## config.mk

```make
export PLATFORM = sky130hd
export DESIGN_NAME = multicycle_controller_flat
export DESIGN_NICKNAME = d
export VERILOG_FILES = /design/src/rtl/multicycle_controller_if.sv /design/src/rtl/multicycle_controller.sv /design/src/flat_wrapper.sv
export SDC_FILE = /design/constraint.sdc
export NUM_CORES = 1
export LEC_CHECK = 0
export CAP_MARGIN = 20
export CORE_MARGIN = 10
export CORE_UTILIZATION = 32
export DETAILED_ROUTE_END_ITERATION = 8
export PLACE_DENSITY = 0.74
export SLEW_MARGIN = 25
export SYNTH_ARGS = -nofsm -noshare
export SYNTH_HDL_FRONTEND = slang
export SYNTH_SLANG_ARGS = --single-unit
```

## constraint.sdc

```tcl
create_clock -name clk -period 1.56 [get_ports clk]
set_input_delay 0.468 -clock clk [delete_from_list [all_inputs] [get_ports clk]]
set_output_delay 0.468 -clock clk [all_outputs]
set_load 0.02 [all_outputs]
```

## src/rtl/multicycle_controller_if.sv

```systemverilog
// Control bundle between the multicycle controller and the MIPS datapath.
// The controller is the master. It reads the IR fields and the ALU zero flag,
// and it drives every datapath enable and select.
interface multicycle_controller_if;
  logic [5:0] opcode;
  logic [5:0] funct;
  logic       zero;
  logic       pc_write;
  logic       iord;
  logic       mem_read;
  logic       mem_write;
  logic       ir_write;
  logic       mem_to_reg;
  logic       reg_dst;
  logic       reg_write;
  logic       alu_src_a;
  logic [1:0] alu_src_b;
  logic [1:0] pc_source;
  logic [2:0] alu_operation;
  logic [3:0] state;
  logic       instr_done;

  modport master (
    input  opcode, funct, zero,
    output pc_write, iord, mem_read, mem_write, ir_write, mem_to_reg,
           reg_dst, reg_write, alu_src_a, alu_src_b, pc_source,
           alu_operation, state, instr_done
  );

  modport slave (
    output opcode, funct, zero,
    input  pc_write, iord, mem_read, mem_write, ir_write, mem_to_reg,
           reg_dst, reg_write, alu_src_a, alu_src_b, pc_source,
           alu_operation, state, instr_done
  );
endinterface

```

## src/rtl/multicycle_controller.sv

```systemverilog
// Moore control FSM for the multicycle MIPS datapath (lw, sw, R-type, beq, j, addi).
// All outputs decode combinationally from the current state plus the IR fields.
// While rst is high, every write enable and instr_done is forced low.
module multicycle_controller (
  input  logic                           clk,
  input  logic                           rst,
  multicycle_controller_if.master        bus
);

  typedef enum logic [3:0] {
    FETCH  = 4'd0,
    DECODE = 4'd1,
    MEMADR = 4'd2,
    MEMRD  = 4'd3,
    MEMWB  = 4'd4,
    MEMWR  = 4'd5,
    EXEC   = 4'd6,
    ALUWB  = 4'd7,
    BRANCH = 4'd8,
    JUMP   = 4'd9,
    ADDIEX = 4'd10,
    ADDIWB = 4'd11
  } state_t;

  localparam logic [5:0] OP_LW   = 6'b100011;
  localparam logic [5:0] OP_SW   = 6'b101011;
  localparam logic [5:0] OP_RTYP = 6'b000000;
  localparam logic [5:0] OP_BEQ  = 6'b000100;
  localparam logic [5:0] OP_J    = 6'b000010;
  localparam logic [5:0] OP_ADDI = 6'b001000;

  state_t     state_q, state_d;
  logic       funct_ok_q;
  logic       funct_ok_c;
  logic [2:0] funct_op_c;

  logic pc_write_c, mem_read_c, mem_write_c, ir_write_c, reg_write_c, done_c;

  // Map the R-type funct field to an ALU code and flag the codes we support.
  always_comb begin
    funct_ok_c = 1'b1;
    funct_op_c = 3'b010;
    case (bus.funct)
      6'b100000: funct_op_c = 3'b010;
      6'b100010: funct_op_c = 3'b110;
      6'b100100: funct_op_c = 3'b000;
      6'b100101: funct_op_c = 3'b001;
      default:   funct_ok_c = 1'b0;
    endcase
  end

  // State register. Reset returns to FETCH asynchronously.
  always_ff @(posedge clk or posedge rst) begin
    if (rst) state_q <= FETCH;
    else     state_q <= state_d;
  end

  // Latch funct validity in EXEC so that ALUWB can suppress the write for an unknown funct.
  always_ff @(posedge clk or posedge rst) begin
    if (rst)                  funct_ok_q <= 1'b0;
    else if (state_q == EXEC) funct_ok_q <= funct_ok_c;
  end

  // Next-state logic and per-state control outputs.
  always_comb begin
    state_d           = FETCH;
    pc_write_c        = 1'b0;
    mem_read_c        = 1'b0;
    mem_write_c       = 1'b0;
    ir_write_c        = 1'b0;
    reg_write_c       = 1'b0;
    done_c            = 1'b0;
    bus.iord          = 1'b0;
    bus.mem_to_reg    = 1'b0;
    bus.reg_dst       = 1'b0;
    bus.alu_src_a     = 1'b0;
    bus.alu_src_b     = 2'b00;
    bus.pc_source     = 2'b00;
    bus.alu_operation = 3'b010;
    case (state_q)
      FETCH: begin
        mem_read_c    = 1'b1;
        ir_write_c    = 1'b1;
        pc_write_c    = 1'b1;
        bus.alu_src_b = 2'b01;
        state_d       = DECODE;
      end
      DECODE: begin
        bus.alu_src_b = 2'b11;
        case (bus.opcode)
          OP_LW, OP_SW: state_d = MEMADR;
          OP_RTYP:      state_d = EXEC;
          OP_BEQ:       state_d = BRANCH;
          OP_J:         state_d = JUMP;
          OP_ADDI:      state_d = ADDIEX;
          default: begin
            state_d = FETCH;
            done_c  = 1'b1;
          end
        endcase
      end
      MEMADR: begin
        bus.alu_src_a = 1'b1;
        bus.alu_src_b = 2'b10;
        state_d       = (bus.opcode == OP_LW) ? MEMRD : MEMWR;
      end
      MEMRD: begin
        bus.iord   = 1'b1;
        mem_read_c = 1'b1;
        state_d    = MEMWB;
      end
      MEMWB: begin
        reg_write_c    = 1'b1;
        bus.mem_to_reg = 1'b1;
        done_c         = 1'b1;
      end
      MEMWR: begin
        bus.iord    = 1'b1;
        mem_write_c = 1'b1;
        done_c      = 1'b1;
      end
      EXEC: begin
        bus.alu_src_a     = 1'b1;
        bus.alu_operation = funct_op_c;
        state_d           = ALUWB;
      end
      ALUWB: begin
        reg_write_c = funct_ok_q;
        bus.reg_dst = 1'b1;
        done_c      = 1'b1;
      end
      BRANCH: begin
        bus.alu_src_a     = 1'b1;
        bus.alu_operation = 3'b111;
        bus.pc_source     = 2'b01;
        pc_write_c        = bus.zero;
        done_c            = 1'b1;
      end
      JUMP: begin
        bus.pc_source = 2'b10;
        pc_write_c    = 1'b1;
        done_c        = 1'b1;
      end
      ADDIEX: begin
        bus.alu_src_a = 1'b1;
        bus.alu_src_b = 2'b10;
        state_d       = ADDIWB;
      end
      ADDIWB: begin
        reg_write_c = 1'b1;
        done_c      = 1'b1;
      end
      default: state_d = FETCH;
    endcase
  end

  // Hold every write enable low for as long as reset is asserted.
  assign bus.pc_write   = pc_write_c  & ~rst;
  assign bus.mem_read   = mem_read_c  & ~rst;
  assign bus.mem_write  = mem_write_c & ~rst;
  assign bus.ir_write   = ir_write_c  & ~rst;
  assign bus.reg_write  = reg_write_c & ~rst;
  assign bus.instr_done = done_c      & ~rst;
  assign bus.state      = state_q;

endmodule

```

## src/flat_wrapper.sv

```systemverilog
// flat-port wrapper written by rule: the top's interface ports become plain ports
module multicycle_controller_flat 
  (clk, rst, bus_opcode, bus_funct, bus_zero, bus_pc_write, bus_iord, bus_mem_read, bus_mem_write, bus_ir_write, bus_mem_to_reg, bus_reg_dst, bus_reg_write, bus_alu_src_a, bus_alu_src_b, bus_pc_source, bus_alu_operation, bus_state, bus_instr_done);
  multicycle_controller_if bus_i ();
  input  logic clk;
  input  logic rst;
  input wire logic [$bits(bus_i.opcode)-1:0] bus_opcode;
  input wire logic [$bits(bus_i.funct)-1:0] bus_funct;
  input wire logic [$bits(bus_i.zero)-1:0] bus_zero;
  output wire logic [$bits(bus_i.pc_write)-1:0] bus_pc_write;
  output wire logic [$bits(bus_i.iord)-1:0] bus_iord;
  output wire logic [$bits(bus_i.mem_read)-1:0] bus_mem_read;
  output wire logic [$bits(bus_i.mem_write)-1:0] bus_mem_write;
  output wire logic [$bits(bus_i.ir_write)-1:0] bus_ir_write;
  output wire logic [$bits(bus_i.mem_to_reg)-1:0] bus_mem_to_reg;
  output wire logic [$bits(bus_i.reg_dst)-1:0] bus_reg_dst;
  output wire logic [$bits(bus_i.reg_write)-1:0] bus_reg_write;
  output wire logic [$bits(bus_i.alu_src_a)-1:0] bus_alu_src_a;
  output wire logic [$bits(bus_i.alu_src_b)-1:0] bus_alu_src_b;
  output wire logic [$bits(bus_i.pc_source)-1:0] bus_pc_source;
  output wire logic [$bits(bus_i.alu_operation)-1:0] bus_alu_operation;
  output wire logic [$bits(bus_i.state)-1:0] bus_state;
  output wire logic [$bits(bus_i.instr_done)-1:0] bus_instr_done;
  assign bus_i.opcode = bus_opcode;
  assign bus_i.funct = bus_funct;
  assign bus_i.zero = bus_zero;
  assign bus_pc_write = bus_i.pc_write;
  assign bus_iord = bus_i.iord;
  assign bus_mem_read = bus_i.mem_read;
  assign bus_mem_write = bus_i.mem_write;
  assign bus_ir_write = bus_i.ir_write;
  assign bus_mem_to_reg = bus_i.mem_to_reg;
  assign bus_reg_dst = bus_i.reg_dst;
  assign bus_reg_write = bus_i.reg_write;
  assign bus_alu_src_a = bus_i.alu_src_a;
  assign bus_alu_src_b = bus_i.alu_src_b;
  assign bus_pc_source = bus_i.pc_source;
  assign bus_alu_operation = bus_i.alu_operation;
  assign bus_state = bus_i.state;
  assign bus_instr_done = bus_i.instr_done;
  multicycle_controller u_core (.clk(clk), .rst(rst), .bus(bus_i));
endmodule
```

==> results_dict.tcl <==
set metrics [dict create \
    status "finished with violations" \
    failed_checks "setup timing" \
    syn_inst 81 \
    r2r_start "u_core.bus.state[2]" \
    setup_viol 21 \
    final_cell_mix "buf_6 (30), buf_4 (30), nor3_4 (6), nand2_1 (6), clkdlybuf4s50_1 (6)" \
    start_kind "register" \
    synth-main-ff-cell "dfrtp_1" \
    die_w_um 62.9 \
    drc 0 \
    place.gp.congestion 0.825 \
    num_vias 1057 \
    layout_min_cycle_time_ns 2.10 \
    synth-edff-count 0 \
    regToRegEndpoint "u_core.bus.state[0]" \
    first_global_vias 1040 \
    initial_core_util_pct 34.1 \
    syn_area_per_cell_um2 7.26 \
    rows 15 \
    antenna_left 0 \
    ff2ff_path_depth 4 \
    clkSinkCount 5 \
    dieArea_mm2 0.00395 \
    hp-class "in -> async" \
    final_nets 177 \
    yosysSeqAreaShare_pct 21.3 \
    track_usage_pct 14.1 \
    drtPass1Iterations 4 \
    vias_per_cell 5.68 \
    finalPower_mw 1.68 \
    synthArstFlopShare_pct 100 \
    hold_violations 0 \
    required_ns 1.09 \
    synth_fp_nets 96 \
    synth_warnings 0 \
    insertion_delay_ns 0.25 \
    cts_buffer_depth 2 \
    grt_max_degree 10 \
    ys_seq_elements 5 \
    ys_types 33 \
    antenna_found_initial 0 \
    rsz0062_at_grt "true" \
    period_share_pct 134 \
    vdd_ir_drop_max_mv 1.09 \
    arrival_ns 1.63 \
    syn-cell-area_um2 588 \
    maxSlewHeadroom_pct 76.5 \
    io_buffer_count 35 \
    hold_ws_ns 0.511 \
    cts_hold_buf 0 \
    max_freq_mhz 477 \
    syn_to_final_growth_pct 180 \
    drive_gt1_share_pct 72.0 \
    maxCapViolCount 0 \
    fin_ws_ns -0.536 \
    slew_viol_final 0 \
    cts_root_buf "clkbuf_4" \
    ios 36 \
    synth_top_area_share_pct 21.3 \
    drtIter0Drc 69 \
    wl_per_cell_um 23.0 \
    drt-total-wl_mm 4.29 \
    grt-ovfl-total 0 \
    synth_area_leaders "dfrtp_1 (21%), nor3_1 (7.7%), nor2_1 (7.7%), nand2b_1 (5.3%), nand2_1 (5.1%)" \
    p_leak_nw 0.709 \
    numCtsBuffers 3 \
    antenna_cells 0 \
    crit_fanout 4 \
    worst_slew_pin_slew_ns 0.351 \
    skew_ns 0.00747 \
    r2r_slack_ns -0.03 \
    die_y_um 62.9 \
    grt_pass1_wl_mm 4.77 \
    htreeDepth 1 \
    detailed_place_hpwl_mm 2.01 \
    power_per_cell_area_mw_per_mm2 1020 \
    clkSlewWorstSetupHoldPaths_ns 0.05 \
    crit_path_end_kind "output port" \
    critPathKind "reg -> out" \
    coreArea_mm2 0.00173 \
    yosys.area.top_type "dfrtp_1" \
    cts_tree "yes" \
    fin_util_pct 95.4 \
]
## Yosys cell counts, types with 2 or more instances
| cell type | n |
|---|---|
| nor2_1 | 12 |
| nor3_1 | 9 |
| nand2_1 | 8 |
| a21oi_1 | 5 |
| dfrtp_1 | 5 |
| nand2b_1 | 5 |
| buf_2 | 3 |
| o21ai_0 | 3 |
| a31o_1 | 2 |
| inv_1 | 2 |
| nor2b_1 | 2 |
| o32ai_1 | 2 |
| xnor2_1 | 2 |
| xor2_1 | 2 |
## registers in the layout, indices dropped and copies added (netlist names)
name and count:
u_core.bus.state 4, u_core.funct_ok_q 1
## cell families after synthesis
group | share of synthesized area [%]
AO/OA/AOI/OAI | 24.3
AND/OR/NAND/NOR | 41.7
adder cells (fa/ha/maj) | 1.70
XOR/XNOR | 5.96
flip-flops | 21.3
buffers and inverters | 5.10
## through the flow
stage / instances / cell area, um2 / setup TNS (ns) / setup slack [ns]
floorplan: 81 / 711 / -1.25 / -0.242
global placement: 168 / 1290 / -13.49 / -1.20
detailed placement: 168 / 1290 / -13.81 / -1.23
CTS: 176 / 1450 / -5.39 / -0.539
global route: 186 / 1650 / -7.21 / -0.583
finish: 186 / 1650 / -6.41 / -0.536
## timing repair
item,CTS,global route
endpoints found under the setup margin,24,21
setup buffers,4,10
gates resized for setup,141,46
pin swaps,13,15
## how the worst max path moves through the flow
stage	from	end	cells after the start	slack, ns
floorplan	u_core.bus.state[0]	bus_alu_operation[0]	4	-0.24
global placement	bus_opcode[0]	bus_instr_done	5	-1.20
detailed placement	bus_opcode[5]	bus_instr_done	5	-1.23
CTS	u_core.bus.state[2]	bus_instr_done	3	-0.54
global route	u_core.bus.state[1]	bus_alu_operation[1]	6	-0.58
finish	u_core.bus.state[1]	bus_alu_operation[1]	6	-0.54
## area by class of cell
cell class / instances / area (um2)
clock buffer: 4 / 26.3
fill: 43 / 78.8
inverter: 3 / 11.3
multi-input combinational: 69 / 678
sequential: 5 / 130
tap: 25 / 31.3
timing repair buffer: 80 / 771
## layer usage
layer	part of all wire [%]	GRT usage, %	routed length, um	vias up
met3	7.6	3.58	325	23
met2	51	27.5	2210	63
met4	5.4	5.31	233	0
met1	35	13.5	1520	516
li1	-	-	-	455
met5	0	0	0	-
## critical path: stages (launching register included)
cell and delay (ns):
dfrtp_2 0.41, nor2b_4 0.19, nand2_2 0.09, nor4b_4 0.33, buf_4 0.18, nand2_2 0.04
buf_6 0.12
## power breakdown
| part | leakage (nW) | switching, mW | total [mW] | internal, mW |
|---|---|---|---|---|
| Clock | 0.0150 | 0.0613 | 0.158 | 0.0972 |
| Combinational | 0.632 | 0.651 | 1.33 | 0.684 |
| Sequential | 0.0612 | 0.0377 | 0.191 | 0.153 |
| Total | 0.709 | 0.750 | 1.68 | 0.934 |
No activity file was read; power rests on OpenSTA's default activity.
